$ cat src/rtl/uart_pkg.sv
// Shared UART definitions: default bit timing, payload width and receiver state type.
// The PARITY state exists only when UART_RX_PARITY_EN is defined.
package uart_pkg;

    localparam int unsigned CLKS_PER_BIT_DEF = 1250;
    localparam int unsigned DATA_BITS_DEF    = 8;

`ifdef UART_RX_PARITY_EN
    typedef enum logic [2:0] {
        IDLE   = 3'd0,
        START  = 3'd1,
        DATA   = 3'd2,
        PARITY = 3'd3,
        STOP   = 3'd4,
        BREAK  = 3'd5
    } uart_rx_state_t;
`else
    typedef enum logic [2:0] {
        IDLE  = 3'd0,
        START = 3'd1,
        DATA  = 3'd2,
        STOP  = 3'd3,
        BREAK = 3'd4
    } uart_rx_state_t;
`endif

endpackage

$ cat src/rtl/uart_rx_if.sv
// Receiver result bus: received word plus status pulses; o_parity_err exists only
// when UART_RX_PARITY_EN is defined.
interface uart_rx_if
    import uart_pkg::*;
#(
    parameter int unsigned DATA_BITS = DATA_BITS_DEF
);
    logic [DATA_BITS-1:0] o_data;
    logic                 o_valid;
    logic                 o_frame_err;
    logic                 o_busy;
`ifdef UART_RX_PARITY_EN
    logic                 o_parity_err;
`endif

    modport master (
        output o_data, o_valid, o_frame_err,
`ifdef UART_RX_PARITY_EN
        output o_parity_err,
`endif
        output o_busy
    );

    modport slave (
        input o_data, o_valid, o_frame_err,
`ifdef UART_RX_PARITY_EN
        input o_parity_err,
`endif
        input o_busy
    );
endinterface

$ cat src/rtl/uart_sync_2ff.sv
// Two-flop synchronizer for a single asynchronous bit, with a selectable reset value.
module uart_sync_2ff #(
    parameter logic RST_VAL = 1'b1
) (
    input  logic clk,
    input  logic rst,
    input  logic d,
    output logic q
);
    logic meta;

    always_ff @(posedge clk) begin
        if (rst) begin
            meta <= RST_VAL;
            q    <= RST_VAL;
        end else begin
            meta <= d;
            q    <= meta;
        end
    end
endmodule

$ cat src/rtl/uart_rx.sv
// UART receiver: mid-bit sampling of the synchronized line, frame error and break handling.
// Define UART_RX_PARITY_EN to add an even-parity bit before the stop bit.
module uart_rx
    import uart_pkg::*;
#(
    parameter int unsigned CLKS_PER_BIT = CLKS_PER_BIT_DEF,
    parameter int unsigned DATA_BITS    = DATA_BITS_DEF
) (
    input  logic      clk,
    input  logic      i_rst,
    input  logic      i_Rx,
    uart_rx_if.master bus
);
    localparam int unsigned CNT_W = (CLKS_PER_BIT > 1) ? $clog2(CLKS_PER_BIT) : 1;
    localparam int unsigned IDX_W = (DATA_BITS > 1) ? $clog2(DATA_BITS) : 1;
    localparam logic [CNT_W-1:0] BIT_END  = CNT_W'(CLKS_PER_BIT - 1);
    localparam logic [CNT_W-1:0] HALF_END = CNT_W'(CLKS_PER_BIT / 2 - 1);
    localparam logic [IDX_W-1:0] LAST_IDX = IDX_W'(DATA_BITS - 1);

    uart_rx_state_t       state;
    logic                 rx_s;
    logic [CNT_W-1:0]     cnt;
    logic [IDX_W-1:0]     idx;
    logic [DATA_BITS-1:0] shift;
    logic [DATA_BITS-1:0] data;
    logic                 valid;
    logic                 frame_err;
    logic                 busy;
`ifdef UART_RX_PARITY_EN
    logic                 par_bit;
    logic                 parity_err;
`endif

    uart_sync_2ff #(.RST_VAL(1'b1)) u_sync (
        .clk (clk),
        .rst (i_rst),
        .d   (i_Rx),
        .q   (rx_s)
    );

    always_ff @(posedge clk) begin
        if (i_rst) begin
            state     <= IDLE;
            cnt       <= '0;
            idx       <= '0;
            shift     <= '0;
            data      <= '0;
            valid     <= 1'b0;
            frame_err <= 1'b0;
            busy      <= 1'b0;
`ifdef UART_RX_PARITY_EN
            par_bit    <= 1'b0;
            parity_err <= 1'b0;
`endif
        end else begin
            valid     <= 1'b0;
            frame_err <= 1'b0;
`ifdef UART_RX_PARITY_EN
            parity_err <= 1'b0;
`endif
            case (state)
                IDLE: begin
                    if (!rx_s) begin
                        state <= START;
                        cnt   <= '0;
                        busy  <= 1'b1;
                    end
                end
                // A start bit that is high again at its midpoint was a glitch
                START: begin
                    if (cnt == HALF_END) begin
                        cnt <= '0;
                        idx <= '0;
                        if (!rx_s) begin
                            state <= DATA;
                        end else begin
                            state <= IDLE;
                            busy  <= 1'b0;
                        end
                    end else begin
                        cnt <= cnt + CNT_W'(1);
                    end
                end
                DATA: begin
                    if (cnt == BIT_END) begin
                        cnt   <= '0;
                        shift <= {rx_s, shift[DATA_BITS-1:1]};
                        if (idx == LAST_IDX) begin
`ifdef UART_RX_PARITY_EN
                            state <= PARITY;
`else
                            state <= STOP;
`endif
                        end else begin
                            idx <= idx + IDX_W'(1);
                        end
                    end else begin
                        cnt <= cnt + CNT_W'(1);
                    end
                end
`ifdef UART_RX_PARITY_EN
                PARITY: begin
                    if (cnt == BIT_END) begin
                        cnt     <= '0;
                        par_bit <= rx_s;
                        state   <= STOP;
                    end else begin
                        cnt <= cnt + CNT_W'(1);
                    end
                end
`endif
                // Returning to IDLE right after the stop sample tolerates an early next start bit
                STOP: begin
                    if (cnt == BIT_END) begin
                        cnt <= '0;
                        if (rx_s) begin
                            data  <= shift;
                            valid <= 1'b1;
                            state <= IDLE;
                            busy  <= 1'b0;
`ifdef UART_RX_PARITY_EN
                            parity_err <= ^{shift, par_bit};
`endif
                        end else begin
                            frame_err <= 1'b1;
                            state     <= BREAK;
                        end
                    end else begin
                        cnt <= cnt + CNT_W'(1);
                    end
                end
                BREAK: begin
                    if (rx_s) begin
                        state <= IDLE;
                        busy  <= 1'b0;
                    end
                end
                default: begin
                    state <= IDLE;
                    busy  <= 1'b0;
                end
            endcase
        end
    end

    assign bus.o_data      = data;
    assign bus.o_valid     = valid;
    assign bus.o_frame_err = frame_err;
    assign bus.o_busy      = busy;
`ifdef UART_RX_PARITY_EN
    assign bus.o_parity_err = parity_err;
`endif
endmodule

$ cat src/flat_wrapper.sv
// flat-port wrapper written by rule: the top's interface ports become plain ports
module uart_rx_flat import uart_pkg::*;
#(
    parameter int unsigned CLKS_PER_BIT = CLKS_PER_BIT_DEF,
    parameter int unsigned DATA_BITS    = DATA_BITS_DEF
)
  (clk, i_rst, i_Rx, bus_o_data, bus_o_valid, bus_o_frame_err, bus_o_busy);
  uart_rx_if #(.DATA_BITS(DATA_BITS)) bus_i ();
  input  logic clk;
  input  logic i_rst;
  input  logic i_Rx;
  output wire logic [$bits(bus_i.o_data)-1:0] bus_o_data;
  output wire logic [$bits(bus_i.o_valid)-1:0] bus_o_valid;
  output wire logic [$bits(bus_i.o_frame_err)-1:0] bus_o_frame_err;
  output wire logic [$bits(bus_i.o_busy)-1:0] bus_o_busy;
  assign bus_o_data = bus_i.o_data;
  assign bus_o_valid = bus_i.o_valid;
  assign bus_o_frame_err = bus_i.o_frame_err;
  assign bus_o_busy = bus_i.o_busy;
  uart_rx #(.CLKS_PER_BIT(CLKS_PER_BIT), .DATA_BITS(DATA_BITS)) u_core (.clk(clk), .i_rst(i_rst), .i_Rx(i_Rx), .bus(bus_i));
endmodule
$ cat config.mk
export PLATFORM = sky130hd
export DESIGN_NAME = uart_rx_flat
export DESIGN_NICKNAME = d
export VERILOG_FILES = /design/src/rtl/uart_pkg.sv /design/src/rtl/uart_rx_if.sv /design/src/rtl/uart_sync_2ff.sv /design/src/rtl/uart_rx.sv /design/src/flat_wrapper.sv
export SDC_FILE = /design/constraint.sdc
export NUM_CORES = 1
export LEC_CHECK = 0
export CORE_MARGIN = 3
export CORE_UTILIZATION = 58
export DETAILED_ROUTE_END_ITERATION = 6
export PLACE_DENSITY = 0.76
export SYNTH_ARGS = -nofsm -noshare
export SYNTH_HDL_FRONTEND = slang
export SYNTH_SLANG_ARGS = --single-unit
$ cat constraint.sdc
create_clock -name clk -period 2.6 [get_ports clk]
set_clock_uncertainty 0.15 [all_clocks]
set_input_delay 0.52 -clock clk [delete_from_list [all_inputs] [get_ports clk]]
set_output_delay 0.52 -clock clk [all_outputs]
set_load 0.01 [all_outputs]
# Word-level counts from Yosys, hierarchy flattened

Cells that the tools add are included.

Memories kept: 0
Memory bits (writable): 0
Register bits after elaboration: 38
Word-level logic and storage cells: 64
Memory bits (read-only): 0
Output and inout bits: 11
Latch bits: 0
Input port bits: 3

$lt $le $gt $ge: 0
Shifts and indexed selects: 0
Bitwise gates (word level): 3
Divide/modulo/power cells: 0
Multiply operators: 0
Eq/ne operators: 14
Muxes and demuxes: 24
$add $sub $neg: 2
Reductions and logical operators: 11

Operator list:

| operator                                               | count |
|---|---|
| 2-to-1 mux 11 bit                                      | 3 |
| one-hot mux 11 bit (3 select lines)                    | 1 |
| 2-to-1 mux 3 bit                                       | 10 |
| one-hot mux 3 bit (5 select lines)                     | 1 |
| adder 11 x 1 -> 11 bit (second input constant)         | 1 |
| equality test 11 x 10 -> 1 bit (second input constant) | 1 |
| equality test 11 bit (second input constant)           | 1 |
| inequality test 2 x 1 -> 1 bit (second input constant) | 4 |
| AND reduction 4 bit                                    | 2 |
| equality test 3 x 2 -> 1 bit (second input constant)   | 2 |
| equality test 3 bit (second input constant)            | 2 |
| 2-to-1 mux 1 bit                                       | 6 |
| inequality test 2 bit (second input constant)          | 3 |
| one-hot mux 3 bit (2 select lines)                     | 1 |
| AND reduction 6 bit                                    | 1 |
| one-hot mux 1 bit (5 select lines)                     | 1 |
| AND reduction 2 bit                                    | 2 |
| adder 3 x 1 -> 3 bit (second input constant)           | 1 |
| equality test 3 x 1 -> 1 bit (second input constant)   | 1 |
| zero test 3 bit                                        | 1 |
| NOT 1 bit                                              | 3 |
| AND reduction 3 bit                                    | 1 |
| nonzero test 3 bit                                     | 1 |
| OR reduction 3 bit                                     | 1 |
| other kinds (3)                                        | 3 |

# Logic depth before layout (Yosys ltp)

Gate-level depths: netlist (run 1).

Depth in word-level cells: 4
Mapped depth: 7
Mapped depth without buffers: 6

# By module

A second synthesis (run 1) with hierarchy kept.

Cells, all modules: 206
Area total of the unflattened synthesis: 1853.0 µm²

Modules (own cells, without submodules):

| module        | cells each | sequential area each (µm²) | times used | area an instance (µm²) |
|---|---|---|---|---|
| uart_rx       | 202        | 720.7                      | 1          | 1800.5 |
| uart_sync_2ff | 4          | 40.0                       | 1          | 52.6 |

# Worst setup path before layout (run 1)

Ideal clock, no wire load.

Kind: register to register
Start point: register u_core.cnt[0]
End point: register u_core.cnt[4]
Clock period less this slack: 2.069 ns
Cell stages (with the launch flop): 8
Buffers on the path: 1
Path slack: 0.531 ns
Required time: 2.328 ns
Data arrival time: 1.797 ns
Library setup time: 0.122 ns
Cells stage by stage: dfxtp_1 inv_1 ha_1 nor4bb_1 a31o_2 clkbuf_1 a21oi_1 a221o_1

Cells in the longest elaborated chain, start to end: 3
Elaborated cells on any way between the ends: 6
Those cells by class: add/sub: 1; eq/ne: 2; mux: 3

RTL lines:

| what                                           | line                                         | RTL |
|---|---|---|
| start: declaration                             | uart_rx.sv:22                                | `logic [CNT_W-1:0] cnt;` |
| start signal: assignment                       | uart_rx.sv:81                                | `cnt <= cnt + CNT_W'(1);` |
| start signal: assignment                       | uart_rx.sv:98                                | `cnt <= cnt + CNT_W'(1);` |
| start signal: assignment                       | uart_rx.sv:129                               | `cnt <= cnt + CNT_W'(1);` |
| adder 11 x 1 -> 11 bit (tied with other cells) | uart_rx.sv:81, uart_rx.sv:98, uart_rx.sv:129 |  |
| 2-to-1 mux 11 bit (on tied branches)           | uart_rx.sv:85, uart_rx.sv:114, uart_rx.sv:71 |  |
| one-hot mux 11 bit (3 select lines) (*)        | uart_rx.sv:61                                | `case (state)` |

Every way passes the cells marked *; elsewhere a longest branch is shown, timed or not.
A chain may end at the register's enable or synchronous reset.

# Worst setup path after layout (run 1)

Start point: register u_core.cnt[0]
End point: register u_core.cnt[3]

The elaborated chain is that of the path after synthesis.

==> impl_metrics.csv, run 1 <==
group,metric,value,unit
cells_and_area,final_common_cell,"dfxtp_1",
worst_setup_path,worst_setup_path_start_kind,"flop",
synth,synth_flop_cell,"dfxtp_1",
cells_and_area,final_nets,234,
cells_and_area,post-route-cell-area,2253,µm²
global_route,grt.overflow.total,0,
die,die-area,4117,µm²
clocking,cts_resized,0,
worst_setup_path,worstReg2RegStart,"u_core.cnt[0]",
die,rows,20,
synth,synth_area,1962,µm²
clocking,h-tree-depth,2,
clocking,cts_tree,"done",
sta,period_share,87.33,%
sta,tightestPinTransition,0.7229,ns
global_route,grt_use_total,22.89,%
sta,setup_viol,0,
clocking,cts_setup_buffers,0,
sta,tns,0,ns
cells_and_area,finalNonFillerCells,271,
flow_run,max_cap_viol_count,0,
drt,drt_iter0_markers,132,
global_route,grt_pass1_wl,7548,µm
worst_hold_path,hp-class,"reg -> reg",
worst_setup_path,cp_max_fo,8,
worst_setup_path,required,2.68,ns
synth,synthDistinctLibCells,51,
drt,final_antenna_net_count,0,
clocking,cts_buffer_depth,2,
worst_hold_path,whs_path_depth,1,
clocking,cts_sinks,38,
die,core_area,3128,µm²
worst_setup_path,startpoint,"u_core.cnt[0]",
worst_setup_path,r2r_cells,5,
die,ios,14,
synth,synth-async-reset-ratio,0,%
synth,synth_top_area_share,38.78,%
clocking,hold_buffers,0,
cells_and_area,final_cell_mix,"dfxtp_1, nor2_1, mux2i_1",
global_route,antenna_found_initial,0,
placed_design,routabilityCongestion,0.8694,
placed_design,dpl.cell_count,263,
synth,yosysTopAreaCell,"dfxtp_1",
synth,synth_seq_cells,38,
power_and_ir_drop,power_density,682.7,nW/µm²
worst_setup_path,cp_data_arrival_time,2.35,ns
synth,synthTopCellsByArea,"dfxtp_1, mux2i_1, nor2_1",
power_and_ir_drop,power_leakage,0.0007789,µW
clocking,clk_latency,0.34,ns
clocking,root_buffer,"clkbuf_4",
synth,synth-edff-count,0,
drt,via_count,1672,
die,start_util,62.72,%
die,fp.dieW,64.16,µm
outcome,status,"complete, no violations",
placed_design,placed_cell_area,2142,µm²
worst_setup_path,crit_path_end_kind,"flop",
sta,timing.fmax,440.4,MHz
drt,avgViaCountPerCell,6.170,
drt,dr.pass1.iters,4,
synth,ys.warnings.count,0,
placed_design,dp_hpwl,3139,µm
cells_and_area,layout-drive-gt1-share,12.33,%
drt,wl_per_cell,15.99,µm
drt,drc,0,
sta,finalCriticalPeriod,2.271,ns
cells_and_area,antenna_cells,0,
clocking,cts_buffers,5,
synth,synth_nets,220,
global_route,grt_max_degree,16,
worst_setup_path,r2r-end,"u_core.cnt[3]",
synth,synth_cells,212,
sta,slew_viol_final,0,
sta,slew_headroom,51.81,%
cells_and_area,syn2layout_area_growth,14.86,%
die,die_y,64.16,µm
worst_setup_path,worstSetupEndpoint,"u_core.cnt[3]",
synth,ys_seq_area_share,38.78,%
drt,drt-total-wl,4332,µm
worst_setup_path,regToRegSetupSlack,0.33,ns
placed_design,portBuffers,13,
power_and_ir_drop,ir_drop,0.4558,mV
sta,hold_violations,0,
clocking,path_clk_slew,0.11,ns
global_route,grt_pass1_vias,1637,
worst_setup_path,worstSetupPathType,"reg -> reg",
synth,syn_avg_cell_area,9.254,µm²
sta,rsz0062_at_grt,"no",
how the worst min path moves through the flow:
stage	slack (ns)	from	to
CTS	0.29	u_core.u_sync.meta	u_core.u_sync.q
global route	0.29	u_core.u_sync.meta	u_core.u_sync.q
global placement	0.26	u_core.u_sync.meta	u_core.u_sync.q
finish	0.27	u_core.u_sync.meta	u_core.u_sync.q
detailed placement	0.26	u_core.u_sync.meta	u_core.u_sync.q
floorplan	0.24	u_core.u_sync.meta	u_core.u_sync.q
kinds of logic after synthesis:
group	synth area share [%]
DFF	38.78
buffers and inverters	4.273
muxes	9.694
AOI/OAI and AO/OA	19.01
and+or+nand+nor	24.62
adders and majority gates	3.189
xor gates and xnor gates	0.4465
state kept, by name (all words and copies together), names as in the netlist:
| name | flops |
|---|---|
| u_core.bus.o_data | 8 |
| u_core.shift | 8 |
| u_core.bus.o_valid | 1 |
| u_core.bus.o_busy | 1 |
| u_core.state | 3 |
| u_core.u_sync.meta | 1 |
| u_core.cnt | 11 |
| u_core.bus.o_frame_err | 1 |
| u_core.idx | 3 |
| u_core.u_sync.q | 1 |
layer usage:
metal  share of wire [%]  up-vias  GRT usage (%)
li1                    -      820              -
met5                   0        -              0
met4                0.88        0          8.443
met1                  43      786          28.21
met2                  50       61          38.84
met3                 6.3        5          5.097
final cells by class:
cell class | instances | area, µm²
multi-input combinational | 154 | 1117
fill | 237 | 874.6
sequential | 38 | 760.7
timing repair buffer | 20 | 182.7
clock inverter | 2 | 60.06
tap | 44 | 55.05
clock buffer | 6 | 51.30
inverter | 7 | 26.28
Yosys cell counts (3+ instances only):
cell      instances
nor4_1            3
o21ai_0           6
a221oi_1          3
nand2_1          13
clkbuf_1         11
a21o_1            4
a221o_1           4
nand2b_1          3
mux2i_1          19
or3b_2            5
nand3_1           5
inv_1             7
ha_1              5
nor3_1            6
o31ai_1           3
a211oi_1          3
or3_1             6
dfxtp_1          38
a21oi_1           9
nor2_1           20
worst max-delay path: stages (launching register included):
cell	delay, ns
dfxtp_1	0.45
ha_1	0.18
nand3b_1	0.36
o31ai_4	0.48
a21oi_1	0.20
a221o_1	0.35
per-stage QoR:
stage | util [%] | power [µW] | hold slack (ns) | setup slack [ns]
finish | 72.04 | 1538 | 0.2737 | 0.3295
global route | 72.04 | 1610 | 0.2891 | 0.1593
detailed placement | 68.48 | 1027 | 0.2552 | 0.3817
global placement | 68.48 | 1008 | 0.2603 | 0.4144
floorplan | - | 928.5 | 0.2395 | 0.5315
CTS | 72.04 | 1543 | 0.2852 | 0.3473
where the power goes:
group	internal (µW)	switching (µW)	total, µW
sequential	606	55.3	662
combinational	140	219	359
clock	326	192	518
total	1070	466	1540
Power figures use the tool's default switching activity.
==> run 2: changes to the inputs <==
--- a/config.mk
+++ b/config.mk
@@ -6,9 +6,10 @@
 export NUM_CORES = 1
 export LEC_CHECK = 0
 export CORE_MARGIN = 3
-export CORE_UTILIZATION = 58
+export CORE_UTILIZATION = 52
+export CTS_CLUSTER_DIAMETER = 120
 export DETAILED_ROUTE_END_ITERATION = 6
-export PLACE_DENSITY = 0.76
+export PLACE_DENSITY = 0.72
 export SYNTH_ARGS = -nofsm -noshare
 export SYNTH_HDL_FRONTEND = slang
 export SYNTH_SLANG_ARGS = --single-unit
==> constraint.sdc (replaced) <==
create_clock -name clk -period 2.05 [get_ports clk]
set_clock_uncertainty 0.15 [all_clocks]
set_input_delay 0.41 -clock clk [delete_from_list [all_inputs] [get_ports clk]]
set_output_delay 0.41 -clock clk [all_outputs]
set_load 0.01 [all_outputs]
==> impl_metrics.csv, run 2 (synthesis results as in run 1) <==
group,metric,value,unit
worst_setup_path,worst_setup_path_start_kind,"flop",
power_and_ir_drop,power_density,789.1,nW/µm²
power_and_ir_drop,total_power,1956,µW
sta,setup_viol,0,
drt,final_antenna_net_count,0,
clocking,cts_buffers,5,
worst_hold_path,hp-class,"reg -> reg",
outcome,status,"complete, no violations",
worst_setup_path,crit_path_cell_trace,"buf_4 -> ha_2 -> nand3_1 -> or4_1 -> o2111a_1 -> a221o_1",
flow_run,max_cap_viol_count,0,
global_route,grt_max_degree,25,
worst_setup_path,required,2.08,ns
drt,avgViaCountPerCell,6.149,
die,die_y,67.43,µm
worst_setup_path,crit_path_end_kind,"flop",
worst_setup_path,cp_max_fo,4,
sta,hold_ws,0.2594,ns
worst_setup_path,cp_data_arrival_time,2.02,ns
cells_and_area,top_register,"u_core.cnt",
die,rows,21,
sta,tightestPinTransition,0.4441,ns
worst_setup_path,crit_cells,6,
drt,wl_per_cell,16.08,µm
clocking,cts_tree,"done",
die,start_util,56.14,%
worst_setup_path,r2r_cells,6,
drt,via_count,1814,
global_route,grt_use_total,23.28,%
drt,dr.pass1.iters,4,
global_route,antenna_found_initial,0,
sta,finalCriticalPeriod,1.993,ns
worst_setup_path,cp_top_family,"simple AND/OR/NAND/NOR gates",
sta,hold_violations,0,
placed_design,dp_hpwl,3400,µm
drt,drt_iter0_markers,121,
die,ios,14,
cells_and_area,final_nets,258,
worst_setup_path,crit_path_top_delay_cell,"or4_1",
drt,drt-total-wl,4745,µm
cells_and_area,final_cell_mix,"dfxtp_1, buf_4, nor2_1",
cells_and_area,final_common_cell,"dfxtp_1",
worst_setup_path,worstSetupPathType,"reg -> reg",
cells_and_area,fillers,257,
die,die-area,4546,µm²
global_route,grt_pass1_wl,7948,µm
cells_and_area,syn2layout_area_growth,26.34,%
drt,drc,0,
cells_and_area,largest_reg_flops,11,
cells_and_area,layout-drive-gt1-share,23.69,%
clocking,cts_buffer_depth,2,
global_route,grt_pass1_vias,1752,
die,fp.dieW,67.43,µm
global_route,grt.overflow.total,0,
clocking,root_buffer,"clkbuf_8",
cells_and_area,postLayoutCoreUtil,70.93,%
sta,slew_headroom,70.39,%
sta,timing.fmax,501.8,MHz
sta,slew_viol_final,0,
clocking,clk_latency,0.29,ns
power_and_ir_drop,ir_drop,0.5504,mV
sta,fin_ws,0.05731,ns
cells_and_area,antenna_cells,0,
sta,period_share,97.20,%
clocking,h-tree-depth,2,
worst_hold_path,whs_path_depth,1,
power_and_ir_drop,power_leakage,0.0008885,µW
placed_design,routabilityCongestion,0.9070,
sta,tns,0,ns
clocking,path_clk_slew,0.07,ns
die,core_area,3495,µm²
worst_setup_path,crit_path_max_incr_delay,0.50,ns
clocking,cts_sinks,38,
placed_design,portBuffers,13,
worst_setup_path,crit_buf_inv,1,
placed_design,post-place-ws,-0.05681,ns
run 2: repair_timing:
action / in CTS / in global routing
endpoints found under the hold margin: 0 / 0
hold buffers: 0 / 0
gates resized for setup: 3 / 12
endpoints found under the setup margin: 6 / 17
pin swaps: 1 / 1
setup buffers: 0 / 1
run 2: worst paths after layout:
check	start	end	slack, ns
hold reg to reg	u_core.u_sync.meta	u_core.u_sync.q	0.26
hold / removal	u_core.u_sync.meta	u_core.u_sync.q	0.26
setup reg to reg	u_core.cnt[0]	u_core.cnt[10]	0.06
setup / recovery	u_core.cnt[0]	u_core.cnt[10]	0.06
run 2: worst register-to-register path, stage by stage, from the launching register on:
cell and delay (ns):
dfxtp_1 0.37, buf_4 0.15, ha_2 0.20, nand3_1 0.09
or4_1 0.50, o2111a_1 0.16, a221o_1 0.25
run 2: power by group:
part / total [µW] / switching, µW / internal (µW)
Sequential: 815 / 41.3 / 774
Clock: 502 / 243 / 259
Combinational: 639 / 353 / 286
run 2: routing by layer:
metal | part of all wire (%) | vias to the layer above | track usage (%)
met3 | 6.3 | 13 | 4.992
met1 | 42 | 879 | 28.43
met2 | 49 | 56 | 38.16
met5 | 0 | - | 0
li1 | - | 866 | -
met4 | 2.6 | 0 | 12.41
run 2: layout make-up:
class	count	area (µm²)	area share (%)
multi-input combinational	154	1174	47.35
inverter	7	26.28	1.060
tap	46	57.56	2.322
timing repair buffer	44	375.4	15.14
clock buffer	6	82.58	3.332
sequential	38	763.2	30.79
run 2: stage by stage:
step,instances,area [µm²]
floorplan,212,1963
global placement,288,2330
detailed placement,288,2330
CTS,294,2425
global route,295,2479
finish,295,2479
